$ cat src/rtl/mig_arb_pkg.sv
// Shared types and constants for the two-stream MIG write arbiter.
// Used by mig_write_arbiter and stream_addr_gen. The MIG_ARB_PINGPONG_EN option is handled in those files.
package mig_arb_pkg;

  localparam int NUM_SRC  = 2;
  localparam int PHRASE_W = 128;

  typedef enum logic [1:0] {
    IDLE   = 2'd0,
    GRANT0 = 2'd1,
    GRANT1 = 2'd2
  } arb_state_t;

  // Grant state that serves a given source index.
  function automatic arb_state_t grant_state(input logic src);
    return src ? GRANT1 : GRANT0;
  endfunction

endpackage

$ cat src/rtl/stream_addr_gen.sv
// Per-stream phrase pointer with frame wrap, frame-done pulse and sticky framing error.
// With MIG_ARB_PINGPONG_EN the stream alternates between two frame buffers.
module stream_addr_gen
  import mig_arb_pkg::*;
#(
  parameter int ADDR_W        = 27,
  parameter int FRAME_PHRASES = 4800
) (
  input  logic              clk_in,
  input  logic              rst_in,
  input  logic              accept,
  input  logic              tlast,
  output logic [ADDR_W-1:0] offset,
  output logic              frame_done,
  output logic              err
`ifdef MIG_ARB_PINGPONG_EN
  ,
  output logic              bank_done
`endif
);

  localparam int PTR_W = (FRAME_PHRASES > 1) ? $clog2(FRAME_PHRASES) : 1;
  localparam logic [PTR_W-1:0] PTR_LAST = PTR_W'(FRAME_PHRASES - 1);

  logic [PTR_W-1:0] ptr;
  logic             at_end;

  assign at_end = (ptr == PTR_LAST);

  always_ff @(posedge clk_in or negedge rst_in) begin
    if (!rst_in) begin
      ptr        <= '0;
      frame_done <= 1'b0;
      err        <= 1'b0;
    end else begin
      frame_done <= accept && tlast;
      if (accept) begin
        ptr <= (tlast || at_end) ? '0 : ptr + 1'b1;
        // A frame is well formed only when tlast and the last pointer slot coincide.
        if (tlast != at_end) err <= 1'b1;
      end
    end
  end

`ifdef MIG_ARB_PINGPONG_EN
  logic bank;

  always_ff @(posedge clk_in or negedge rst_in) begin
    if (!rst_in) begin
      bank      <= 1'b0;
      bank_done <= 1'b0;
    end else if (accept && tlast) begin
      bank_done <= bank;
      bank      <= ~bank;
    end
  end

  assign offset = ADDR_W'(ptr) + (bank ? ADDR_W'(FRAME_PHRASES) : '0);
`else
  assign offset = ADDR_W'(ptr);
`endif

endmodule

$ cat src/rtl/mig_write_arbiter.sv
// Round-robin burst arbiter sharing one MIG write port between two phrase streams.
// Define MIG_ARB_PINGPONG_EN for double-buffered frames and the bank_done_out port.
module mig_write_arbiter
  import mig_arb_pkg::*;
#(
  parameter int                ADDR_W        = 27,
  parameter int                FRAME_PHRASES = 4800,
  parameter int                BURST_LEN     = 8,
  parameter logic [ADDR_W-1:0] BASE0         = '0,
  parameter logic [ADDR_W-1:0] BASE1         = ADDR_W'('h4000)
) (
  input  logic                clk_in,
  input  logic                rst_in,
  input  logic                s0_tvalid,
  output logic                s0_tready,
  input  logic [PHRASE_W-1:0] s0_tdata,
  input  logic                s0_tlast,
  input  logic                s1_tvalid,
  output logic                s1_tready,
  input  logic [PHRASE_W-1:0] s1_tdata,
  input  logic                s1_tlast,
  output logic                cmd_tvalid,
  input  logic                cmd_tready,
  output logic [ADDR_W-1:0]   cmd_addr,
  output logic [PHRASE_W-1:0] cmd_tdata,
  output logic                cmd_src,
  output logic [1:0]          frame_done_out,
  output logic [1:0]          err_out
`ifdef MIG_ARB_PINGPONG_EN
  ,
  output logic [1:0]          bank_done_out
`endif
);

  localparam int BEAT_W = (BURST_LEN > 1) ? $clog2(BURST_LEN) : 1;
  localparam logic [BEAT_W-1:0] BEAT_LAST = BEAT_W'(BURST_LEN - 1);

  arb_state_t           state;
  logic                 last_grant;
  logic [BEAT_W-1:0]    beat_cnt;
  logic                 gsel;
  logic                 out_free;
  logic                 grant_acc;
  logic                 grant_rel;
  logic [NUM_SRC-1:0]   req;
  logic [NUM_SRC-1:0]   last_in;
  logic [NUM_SRC-1:0]   accept;
  logic [PHRASE_W-1:0]  data_in [NUM_SRC];
  logic [ADDR_W-1:0]    offset  [NUM_SRC];

  // Handshake and release decode. Every output is assigned on every pass.
  always_comb begin
    req        = {s1_tvalid, s0_tvalid};
    last_in    = {s1_tlast, s0_tlast};
    data_in[0] = s0_tdata;
    data_in[1] = s1_tdata;
    gsel       = (state == GRANT1);
    out_free   = !cmd_tvalid || cmd_tready;
    s0_tready  = (state == GRANT0) && out_free;
    s1_tready  = (state == GRANT1) && out_free;
    accept     = {s1_tvalid && s1_tready, s0_tvalid && s0_tready};
    grant_acc  = accept[gsel];
    grant_rel  = !req[gsel] || (grant_acc && (last_in[gsel] || beat_cnt == BEAT_LAST));
  end

  // NOTE: sequential state uses non-blocking assignments so every register
  // samples the values from before the clock edge, whatever the statement order.
  always_ff @(posedge clk_in or negedge rst_in) begin
    if (!rst_in) begin
      state      <= IDLE;
      last_grant <= 1'b1;
      beat_cnt   <= '0;
    end else begin
      case (state)
        IDLE: begin
          // On a tie, the stream that was not served last wins.
          if (req[0] && (!req[1] || last_grant)) state <= grant_state(1'b0);
          else if (req[1])                       state <= grant_state(1'b1);
        end
        GRANT0, GRANT1: begin
          if (grant_rel) begin
            state      <= IDLE;
            last_grant <= gsel;
            beat_cnt   <= '0;
          end else if (grant_acc) begin
            beat_cnt <= beat_cnt + 1'b1;
          end
        end
        default: state <= IDLE;
      endcase
    end
  end

  // Single-stage output register. An accept is only possible when the stage is
  // empty or draining, so a held command is never overwritten.
  always_ff @(posedge clk_in or negedge rst_in) begin
    if (!rst_in) begin
      // NOTE: the wide data register is reset as well, because its reset value is
      // visible on cmd_tdata and is part of the defined reset state.
      cmd_tvalid <= 1'b0;
      cmd_addr   <= '0;
      cmd_tdata  <= '0;
      cmd_src    <= 1'b0;
    end else if (|accept) begin
      cmd_tvalid <= 1'b1;
      cmd_addr   <= (gsel ? BASE1 : BASE0) + offset[gsel];
      cmd_tdata  <= data_in[gsel];
      cmd_src    <= gsel;
    end else if (cmd_tready) begin
      cmd_tvalid <= 1'b0;
    end
  end

  for (genvar i = 0; i < NUM_SRC; i++) begin : g_src
    stream_addr_gen #(
      .ADDR_W       (ADDR_W),
      .FRAME_PHRASES(FRAME_PHRASES)
    ) u_addr_gen (
      .clk_in    (clk_in),
      .rst_in    (rst_in),
      .accept    (accept[i]),
      .tlast     (last_in[i]),
      .offset    (offset[i]),
      .frame_done(frame_done_out[i]),
      .err       (err_out[i])
`ifdef MIG_ARB_PINGPONG_EN
      ,
      .bank_done (bank_done_out[i])
`endif
    );
  end

endmodule

$ cat config.mk
export PLATFORM = sky130hd
export DESIGN_NAME = mig_write_arbiter
export DESIGN_NICKNAME = d
export VERILOG_FILES = /design/src/rtl/mig_arb_pkg.sv /design/src/rtl/stream_addr_gen.sv /design/src/rtl/mig_write_arbiter.sv
export SDC_FILE = /design/constraint.sdc
export NUM_CORES = 1
export LEC_CHECK = 0
export BUFFER_PORTS_ARGS = -buffer_cell sky130_fd_sc_hd__clkbuf_2
export CAP_MARGIN = 20
export CELL_PAD_IN_SITES_DETAIL_PLACEMENT = 0
export CELL_PAD_IN_SITES_GLOBAL_PLACEMENT = 1
export CORE_AREA = 2 2 164 166
export CTS_CLUSTER_DIAMETER = 120
export CTS_CLUSTER_SIZE = 40
export DETAILED_ROUTE_END_ITERATION = 7
export DIE_AREA = 0 0 166 168
export GPL_TIMING_DRIVEN = 0
export PLACE_DENSITY = 0.87
export SLEW_MARGIN = 20
export SYNTH_ARGS = -nofsm -noshare
export SYNTH_HDL_FRONTEND = slang
export SYNTH_SLANG_ARGS = --single-unit
$ cat constraint.sdc
create_clock -name clk_in -period 5.8 [get_ports clk_in]
set_input_delay 1.16 -clock clk_in [delete_from_list [all_inputs] [get_ports clk_in]]
set_output_delay 1.16 -clock clk_in [all_outputs]
set_load 0.05 [all_outputs]
==> metrics, run 1 <==
run status complete, no violations; final instance area 12,200 µm²; RSZ-0062 raised after global routing false; CTS clk-pin slew, worst paths 0.07 ns; Yosys reg bits 179; P_leak 6.10 nW; Synth Warn # 0; total global routing overflow 0; initial antenna violation count 0; prevailing post-synth register cell dfrtp_1; Max Clk Rate 264 MHz; clock skew 0.0170 ns; min-delay worst type register to register; vias in the first global route 8,402; fin. max-slew vios 0; drt total wl approximately 30,000 µm; sequential-to-total area share from yosys stat approximately half; Crit path arrival time 2.63 ns; CP max-delay cell dfrtp_1; hold buffers post-CTS 0; Critical Path End Type primary output; first-pass GRT wire length roughly 47,000 µm; wire per inst 18.2 µm; DIE AREA about 28,000 µm²; Post-synth ARST share 100%; DP Cell Count roughly 1,600; Core Area 26,400 µm²; CP Class register to primary output; CP Launch Type register; Placed Instance Area between 10,000 and 15,000 µm²; Starting Density about a third; max_slew headroom 62.5%; CP max FO 10; Mapped Cells just under 900; Tot GR Track Use 21.4%; crit-path cells inv_1, ha_1, buf_2, buf_2, buf_4, buf_2, and2_1, clkbuf_2; router iterations before antenna repair 5; Num CTS Buffers 17; syn_area_per_cell slightly above 10 µm²; HPWL after DPL roughly 24,000 µm; Setup-failing EPs final 0; Die Wd roughly 170 µm; ant diodes 0; Worst-Margin Slew 0.563 ns; setup TNS 0 ns; post-CTS setup buffer count 0; Tmin final 3.79 ns; height of the die 168 µm; num ports 426; Post-synth EDFFs 0; clk buf depth 2; nets@finish approximately 1,600; crit-path max cell delay 0.40 ns; max_cap viols 0; initial DRC count 477; vias per cell 5.11; CP required 4.64 ns; input/output buffers 411; hold slack final 0.476 ns; GPL Wtd Cong roughly 0.89; DR vias 8,539; Clock Latency Late Sink 0.42 ns; unique cell type count in the Yosys netlist 48; cts repair resizes 0; num rows 60; CTS tree built; CTS HTree Levels 4; final core occ 46.1%; non-filler cells, final 1,671; P per Cell Area 582 nW/µm²; layout cells sized above 1 40.0%; Top cell by count, worst path buf_2; Hold Vio Cnt, Final 0; Clock Sinks 179; largest delay contributor family on the critical path buffers and inverters; VDD IR max a little over 300 µV; DR DRC count 0; final antenna-violating net count 0; CP bufs+invs 6; Area Growth Syn to Fin 35.4%; part of the cycle the worst path needs approximately two thirds; Root Buffer clkbuf_16; Cell Area, Synth about 9000 µm²; largest net degree at the start of global routing 76
-- stage by stage --
| step | power (mW) | setup slack, ns |
|---|---|---|
| final | 7.07 | 2.01 |
| after detailed placement | 5.97 | 2.39 |
| after global routing | 7.48 | 1.86 |
| after floorplan | 4.87 | 2.76 |
| after global placement | 5.89 | 0.150 |
| after CTS | 7.14 | 1.93 |
-- final timing paths --
path / start / end / slack [ns] / cells past startpoint
worst max register to register: g_src[1].u_addr_gen.ptr[6]$_DFFE_PN0P_ / g_src[1].u_addr_gen.ptr[9]$_DFFE_PN0P_ / 3.29 / 6
worst min-delay path: g_src[0].u_addr_gen.err$_DFFE_PN0P_ / g_src[0].u_addr_gen.err$_DFFE_PN0P_ / 0.48 / 1
min in group asynchronous: rst_in / cmd_tvalid$_DFFE_PN0P_ / 0.63 / 1
worst min register to register: g_src[0].u_addr_gen.err$_DFFE_PN0P_ / g_src[0].u_addr_gen.err$_DFFE_PN0P_ / 0.48 / 1
worst max-delay path: state[0]$_DFFE_PN0P_ / s1_tready / 2.01 / 8
max in group asynchronous: rst_in / cmd_tdata[1]$_DFFE_PN0P_ / 4.46 / 2
-- synth_stat cells, drive strengths merged (2+ instances only) --
library cell / count / share of area, %
mux2i: 141 / 16
nand3: 156 / 9.0
nor2: 10 / 0.50
a41oi: 3 / 0.29
or4: 10 / 0.84
and3: 10 / 0.81
inv: 11 / 0.46
and2: 5 / 0.35
o31ai: 14 / 1.2
a31oi: 2 / 0.14
nand4: 5 / 0.42
and4: 4 / 0.39
a21oi: 10 / 0.56
a21o: 2 / 0.17
nand2b: 6 / 0.42
dfrtp: 178 / 50
o2bb2ai: 2 / 0.20
nand2: 20 / 0.86
a21boi: 5 / 0.42
buf: 79 / 5.2
o21ai: 164 / 9.1
nor4bb: 2 / 0.22
clkbuf: 11 / 0.46
ha: 9 / 1.3
-- final cells by class --
cell class,count,area [µm²]
multi-input cells,605,3990
repair buffers,413,2120
clock inverters,13,134
well taps,341,427
fillers,2568,14200
plain buffers,90,505
clock buffers,19,453
flip-flops and latches,179,4480
inverters,11,41.3
-- kinds of logic (layout without fill, tap and decap cells) --
logic type                 count (synthesis)  in the layout  synth area share (%)
and+or+nand+nor                          234            234                  14.3
AOI/OAI and AO/OA                        207            207                  12.5
DFF                                      179            179                  49.9
muxes                                    142            142                  15.9
buffers and inverters                    101            546                  6.09
adders and majority gates                  9              9                  1.26
other                                      1             13                0.0418
-- routing by layer --
layer	vias to the layer above	GRT usage [%]	part of all wire (%)	routed length, µm
li1	4046	-	-	-
met2	336	36.5	50	15200
met4	0	6.12	1.8	538
met5	-	0	0	0
met3	31	5.08	6.6	2020
met1	4126	27.3	42	12700
-- registers in the layout, summed over array words and instances, names as in the netlist --
register and flops:
cmd_tdata 128, g_src.u_addr_gen.ptr 26, cmd_addr 14, beat_cnt 3, g_src.u_addr_gen.err 2, g_src.u_addr_gen.frame_done 2
state 2, cmd_tvalid 1, last_grant 1
-- worst register-to-register path, stage by stage, from the launching register on --
cell and delay (ns):
dfrtp_1 0.36, buf_2 0.17, or4b_1 0.51, or4_1 0.54
ha_1 0.29, nor2_1 0.41, a21oi_1 0.09
-- placed cells by master (no fill, tap or decap), types with 5 or more instances in the layout --
cell type,synthesis,final
clkbuf_2,0,410
dfrtp_1,178,178
nand3_1,153,153
mux2i_1,141,141
o21ai_1,123,123
buf_2,50,50
o21ai_0,41,41
buf_4,28,28
nand2_1,19,19
clkbuf_16,0,17
o31ai_1,14,14
conb_1,1,13
inv_1,11,11
clkbuf_1,11,11
or4_1,10,10
a21oi_1,10,10
nor2_1,9,9
ha_1,9,9
and3_1,8,8
nand2b_1,6,6
inv_8,0,6
and2_1,5,5
-- power breakdown --
part	internal [mW]	switching, mW
combinational	1.04	2.86
sequential	1.73	0.294
clock	0.599	0.554
No activity file was read; power rests on OpenSTA's default activity.
==> run 2: changes to the inputs <==
CORE_AREA = not set   (was 2 2 164 166)
CORE_MARGIN = 2   (was not set)
CORE_UTILIZATION = 34   (was not set)
DIE_AREA = not set   (was 0 0 166 168)
PLACE_DENSITY = 0.86   (was 0.87)
clock period = 3.5 ns   (was 5.8 ns; I/O delays follow)
==> run 2 against run 1 <==
Hold slack lost 0.36 ns; clock skew grew 0.0036 ns; utilization grew 0.83 points; first-iteration DRC count grew 11%; flip-flop and latch count is the same; register-to-register slack lost 2.3 ns; sequential power grew 65%; critical endpoint unchanged.
==> metrics, run 2 (synthesis results as in run 1) <==
Root Buffer clkbuf_16; max_cap viols 0; final worst slack 0.175 ns; Pwr Total 11.8 mW; max_slew headroom between 60% and 70%; num rows 59; Clock Latency Late Sink 0.43 ns; CTS tree built; non-filler cells, final 1,667; Tot GR Track Use 21.0%; height of the die 166 µm; Setup-failing EPs final 0; max reg flops 128; Die Wd approximately 170 µm; clock skew a little over 0.02 ns; nets@finish 1,589; DIE AREA 27,700 µm²; Max Clk Rate 301 MHz; final core occ 46.9%; vias per cell 5.07; Tmin final 3.33 ns; vias in the first global route 8,175; layout cells sized above 1 40.0%; RSZ-0062 raised after global routing false; pre-CTS worst setup slack 0.588 ns; Area Growth Syn to Fin 35.9%; part of the cycle the worst path needs between 90% and 100%; Worst-Margin Slew around 0.53 ns; P_leak 6.12 nW; first-pass GRT wire length approximately 46,000 µm; P per Cell Area 967 nW/µm²; wire per inst 17.9 µm; CP max-delay cell dfrtp_1; total global routing overflow 0; filler cell count 2,515; GPL Wtd Cong 0.862; CP required between 2 and 3 ns; DP Cell Count approximately 1,600; Starting Density 34.5%; Core Area 26,000 µm²; Num CTS Buffers 17; crit-path max cell delay 0.40 ns; most frequent cells in the layout clkbuf_2, dfrtp_1, nand3_1; initial antenna violation count 2; CP Class register to primary output; flop2flop setup slack 0.96 ns; DR vias ~8,500; initial DRC count approximately 530; VDD IR max between 500 and 600 µV; DR DRC count 0; Clock Sinks 179; commonest non-fill, non-tap cell in the layout clkbuf_2; clk buf depth 2; num ports 426; final antenna-violating net count 0; Crit path arrival time 2.63 ns; cts repair resizes 0; CTS HTree Levels 4; crit-path cells inv_1, ha_1, buf_2, buf_2, buf_4, buf_2, and2_1, clkbuf_2; Most flops, register cmd_tdata; drt total wl 29,900 µm; fin. max-slew vios 0; hold buffers post-CTS 0; CP Launch Type register; run status complete, no violations; biggest regs cmd_tdata x128, g_src.u_addr_gen.ptr x26, cmd_addr x14; CTS clk-pin slew, worst paths about 0.080 ns; post-CTS setup buffer count 0; input/output buffers 411; Critical Path End Type primary output; HPWL after DPL 23,400 µm; min-delay worst type primary input to async pin; CP max FO 10; largest net degree at the start of global routing 85; Hold Vio Cnt, Final 0; Top cell by count, worst path buf_2; router iterations before antenna repair 4
run 2: changes by cell type in the layout (fill, tap and decap cells not counted):
cell	delta
bufinv_16	+2
clkbuf_8	-2
clkinv_4	-1
clkinv_8	+2
clkinvlp_4	+1
diode_2	+2
inv_6	-3
inv_8	+1
run 2: cell type report:
cell class,instances,area (µm²),share of cell area [%]
Clock inverter,15,210,1.72
Tap cell,335,419,3.44
Sequential cell,179,4480,36.7
Clock buffer,17,425,3.49
Timing Repair Buffer,413,2120,17.4
Multi-Input combinational cell,605,3990,32.7
Inverter,11,41.3,0.338
Buffer,90,505,4.14
Antenna cell,2,5.00,0.0410
run 2: metrics by stage:
stage,hold slack (ns),TNS [ns],cell area (µm²)
6_report,0.116,0,12200
5_1_grt,0.0934,0,12200
4_1_cts,0.105,0,12200
3_5_place_dp,0.450,0,11600
3_3_place_gp,0.446,-304.57,11500
2_1_floorplan,0.404,0,9020
run 2: report_power, final:
group | switching [mW] | total, mW | leakage, nW | internal (mW)
registers | 0.477 | 3.34 | 2.29 | 2.86
clock network | 0.959 | 2.07 | 0.301 | 1.11
logic | 4.68 | 6.39 | 3.53 | 1.72
run 2: path summary, 6_finish.rpt:
kind,start,cells after the start,end
min in group clk_in,g_src[0].u_addr_gen.err$_DFFE_PN0P_,1,g_src[0].u_addr_gen.err$_DFFE_PN0P_
max,state[0]$_DFFE_PN0P_,8,s1_tready
max in group asynchronous,rst_in,2,last_grant$_DFFE_PN1P_
min,rst_in,1,cmd_tdata[100]$_DFFE_PN0P_
min reg2reg,g_src[0].u_addr_gen.err$_DFFE_PN0P_,1,g_src[0].u_addr_gen.err$_DFFE_PN0P_
max reg2reg,g_src[1].u_addr_gen.ptr[6]$_DFFE_PN0P_,6,g_src[1].u_addr_gen.ptr[9]$_DFFE_PN0P_
run 2: worst max-delay path: cells and delay by family (launching register included):
family | cells | cell delay (ns)
buffers and inverters | 6 | 1.48
flip-flops | 1 | 0.40
AND/OR/NAND/NOR | 1 | 0.17
adder cells (fa/ha/maj) | 1 | 0.14
run 2: metal layers:
| metal | track usage (%) | share of wire (%) |
|---|---|---|
| met5 | 0 | 0 |
| met4 | 5.25 | 1.5 |
| met3 | 4.90 | 6.8 |
| met2 | 36.1 | 50 |
| met1 | 26.8 | 42 |
==> run 3: changes to the inputs <==
CORE_MARGIN = 10   (was 2)
==> run 3 against run 2 <==
Power up 0.17%; sequential share of layout area is 0.064 points higher; routed wire length grew 13%; largest cell class unchanged; clock skew decreased by 0.0024 ns; clock power shrank 4%.
==> metrics, run 3 (synthesis results as in run 1) <==
DIE AREA about 33,000 µm²; crit-path cells inv_1, ha_1, buf_2, clkbuf_4, buf_4, buf_2, and2_1, clkbuf_2; final antenna-violating net count 0; post-CTS setup buffer count 0; vias per cell about 5.1; vias in the first global route between 8,000 and 9,000; non-filler cells, final around 1,700; GPL Wtd Cong 0.847; DR vias 8,532; Comb pwr share 55.0%; P per Cell Area 971 nW/µm²; Starting Density about a third; biggest regs cmd_tdata x128, g_src.u_addr_gen.ptr x26, cmd_addr x14; GR Util met3 5.84%; initial antenna violation count 2; Top cell by count, worst path buf_2; clk buf depth 2; Tmin final around 3.3 ns; CP max-delay cell dfrtp_1; layout cells sized above 1 around 40%; height of the die 182 µm; Placed Instance Area 11,600 µm²; CP max FO 10; met1 usage 23.1%; M2 GR Usage 32.7%; pre-CTS worst setup slack 0.533 ns; Die Wd roughly 180 µm; Flop pwr share 28.2%; global route hottest layer met2; VDD IR max roughly 520 µV; clock share of power 16.8%; CTS clk-pin slew, worst paths 0.08 ns; hold slack final 0.111 ns; Worst-Margin Slew about 0.55 ns; CP Class register to primary output; P_leak 6.11 nW; final worst slack approximately 0.22 ns; router iterations before antenna repair 5; CTS tree built; largest net degree at the start of global routing 90; Int Pwr 5.62 mW; Core Area 26,000 µm²; commonest non-fill, non-tap cell in the layout clkbuf_2; wire per inst 20.2 µm; Max Clk Rate 305 MHz; total global routing overflow 0; hold buffers post-CTS 0; min-delay worst type primary input to async pin; first-pass GRT wire length between 50,000 and 60,000 µm; input/output buffers 411; DR DRC count 0; Crit path arrival time 2.58 ns; Critical Path End Type primary output; Area Growth Syn to Fin 35.7%; nets@finish 1,589; fin. max-slew vios 0; CP required around 2.8 ns; Clock Latency Late Sink 0.43 ns; HPWL after DPL 26,900 µm; crit-path max cell delay 0.41 ns; RSZ-0062 raised after global routing false; max_slew headroom 63.5%; DP Cell Count 1,633; max reg flops 128; cts repair resizes 0; drt total wl 33,600 µm; num rows a little under 60; Num CTS Buffers 17; Most flops, register cmd_tdata; final instance area 12,200 µm²; part of the cycle the worst path needs 93.6%; Setup-failing EPs final 0; CTS HTree Levels 4; Tot GR Track Use 19.5%; CP Launch Type register; clock skew 0.0183 ns; most frequent cells in the layout clkbuf_2, dfrtp_1, nand3_1; NetSw 6.20 mW; switch share 52.5%; num ports 426; run status complete, no violations; Hold Vio Cnt, Final 0; Root Buffer clkbuf_16; Clock Sinks 179; initial DRC count approximately 540; max_cap viols 0
run 3: power by group through the flow:
stage / clock network, mW / logic, mW / registers [mW]
finish: 1.99 / 6.50 / 3.33
global route: 2.12 / 6.96 / 3.44
CTS: 2.02 / 6.57 / 3.34
detailed placement: 0 / 6.57 / 3.37
global placement: 0 / 6.51 / 3.33
floorplan: 0 / 2.30 / 5.77
run 3: cell type report:
| cell class | instances | area, µm² |
|---|---|---|
| antenna | 2 | 5.00 |
| buffer | 90 | 508 |
| clock buffer | 17 | 425 |
| clock inverter | 15 | 186 |
| fill | 2553 | 13800 |
| inverter | 11 | 41.3 |
| multi-input combinational | 605 | 3990 |
| sequential | 179 | 4480 |
| tap | 335 | 419 |
| timing repair buffer | 413 | 2120 |
run 3: worst paths after layout:
path                                                   startpoint  cells past startpoint                                endpoint  slack, ns
setup / recovery                             state[0]$_DFFE_PN0P_                      8                               s1_tready       0.22
hold / removal                                             rst_in                      1                 cmd_addr[1]$_DFFE_PN0P_       0.11
setup reg to reg           g_src[0].u_addr_gen.ptr[0]$_DFFE_PN0P_                     10  g_src[0].u_addr_gen.ptr[8]$_DFFE_PN0P_       0.97
hold reg to reg               g_src[0].u_addr_gen.err$_DFFE_PN0P_                      1     g_src[0].u_addr_gen.err$_DFFE_PN0P_       0.46
max in group asynchronous                                  rst_in                      3               cmd_tdata[23]$_DFFE_PN0P_       2.29
min in group clk_in           g_src[0].u_addr_gen.err$_DFFE_PN0P_                      1     g_src[0].u_addr_gen.err$_DFFE_PN0P_       0.46
run 3: critical path, delay by kind of cell, from the launching register on:
kind | cells | cell delay (ns)
buf+inv | 6 | 1.42
flops | 1 | 0.41
fa+ha+maj | 1 | 0.14
simple gates | 1 | 0.17
run 3: layer usage:
| metal | routed length (µm) | part of all wire (%) | vias to the layer above |
|---|---|---|---|
| met4 | 782 | 2.3 | 0 |
| li1 | - | - | 4051 |
| met2 | 16400 | 49 | 399 |
| met1 | 13700 | 41 | 4038 |
| met3 | 2670 | 8.0 | 44 |
| met5 | 0 | 0 | - |
run 3: metrics by stage:
stage	power [mW]	utilization, %	setup TNS, ns
6_report	11.8	46.9	0
5_1_grt	12.5	46.9	0
4_1_cts	11.9	46.8	0
3_3_place_gp	9.84	44.2	-303.95
2_1_floorplan	8.07	-	0
3_5_place_dp	9.94	44.5	0
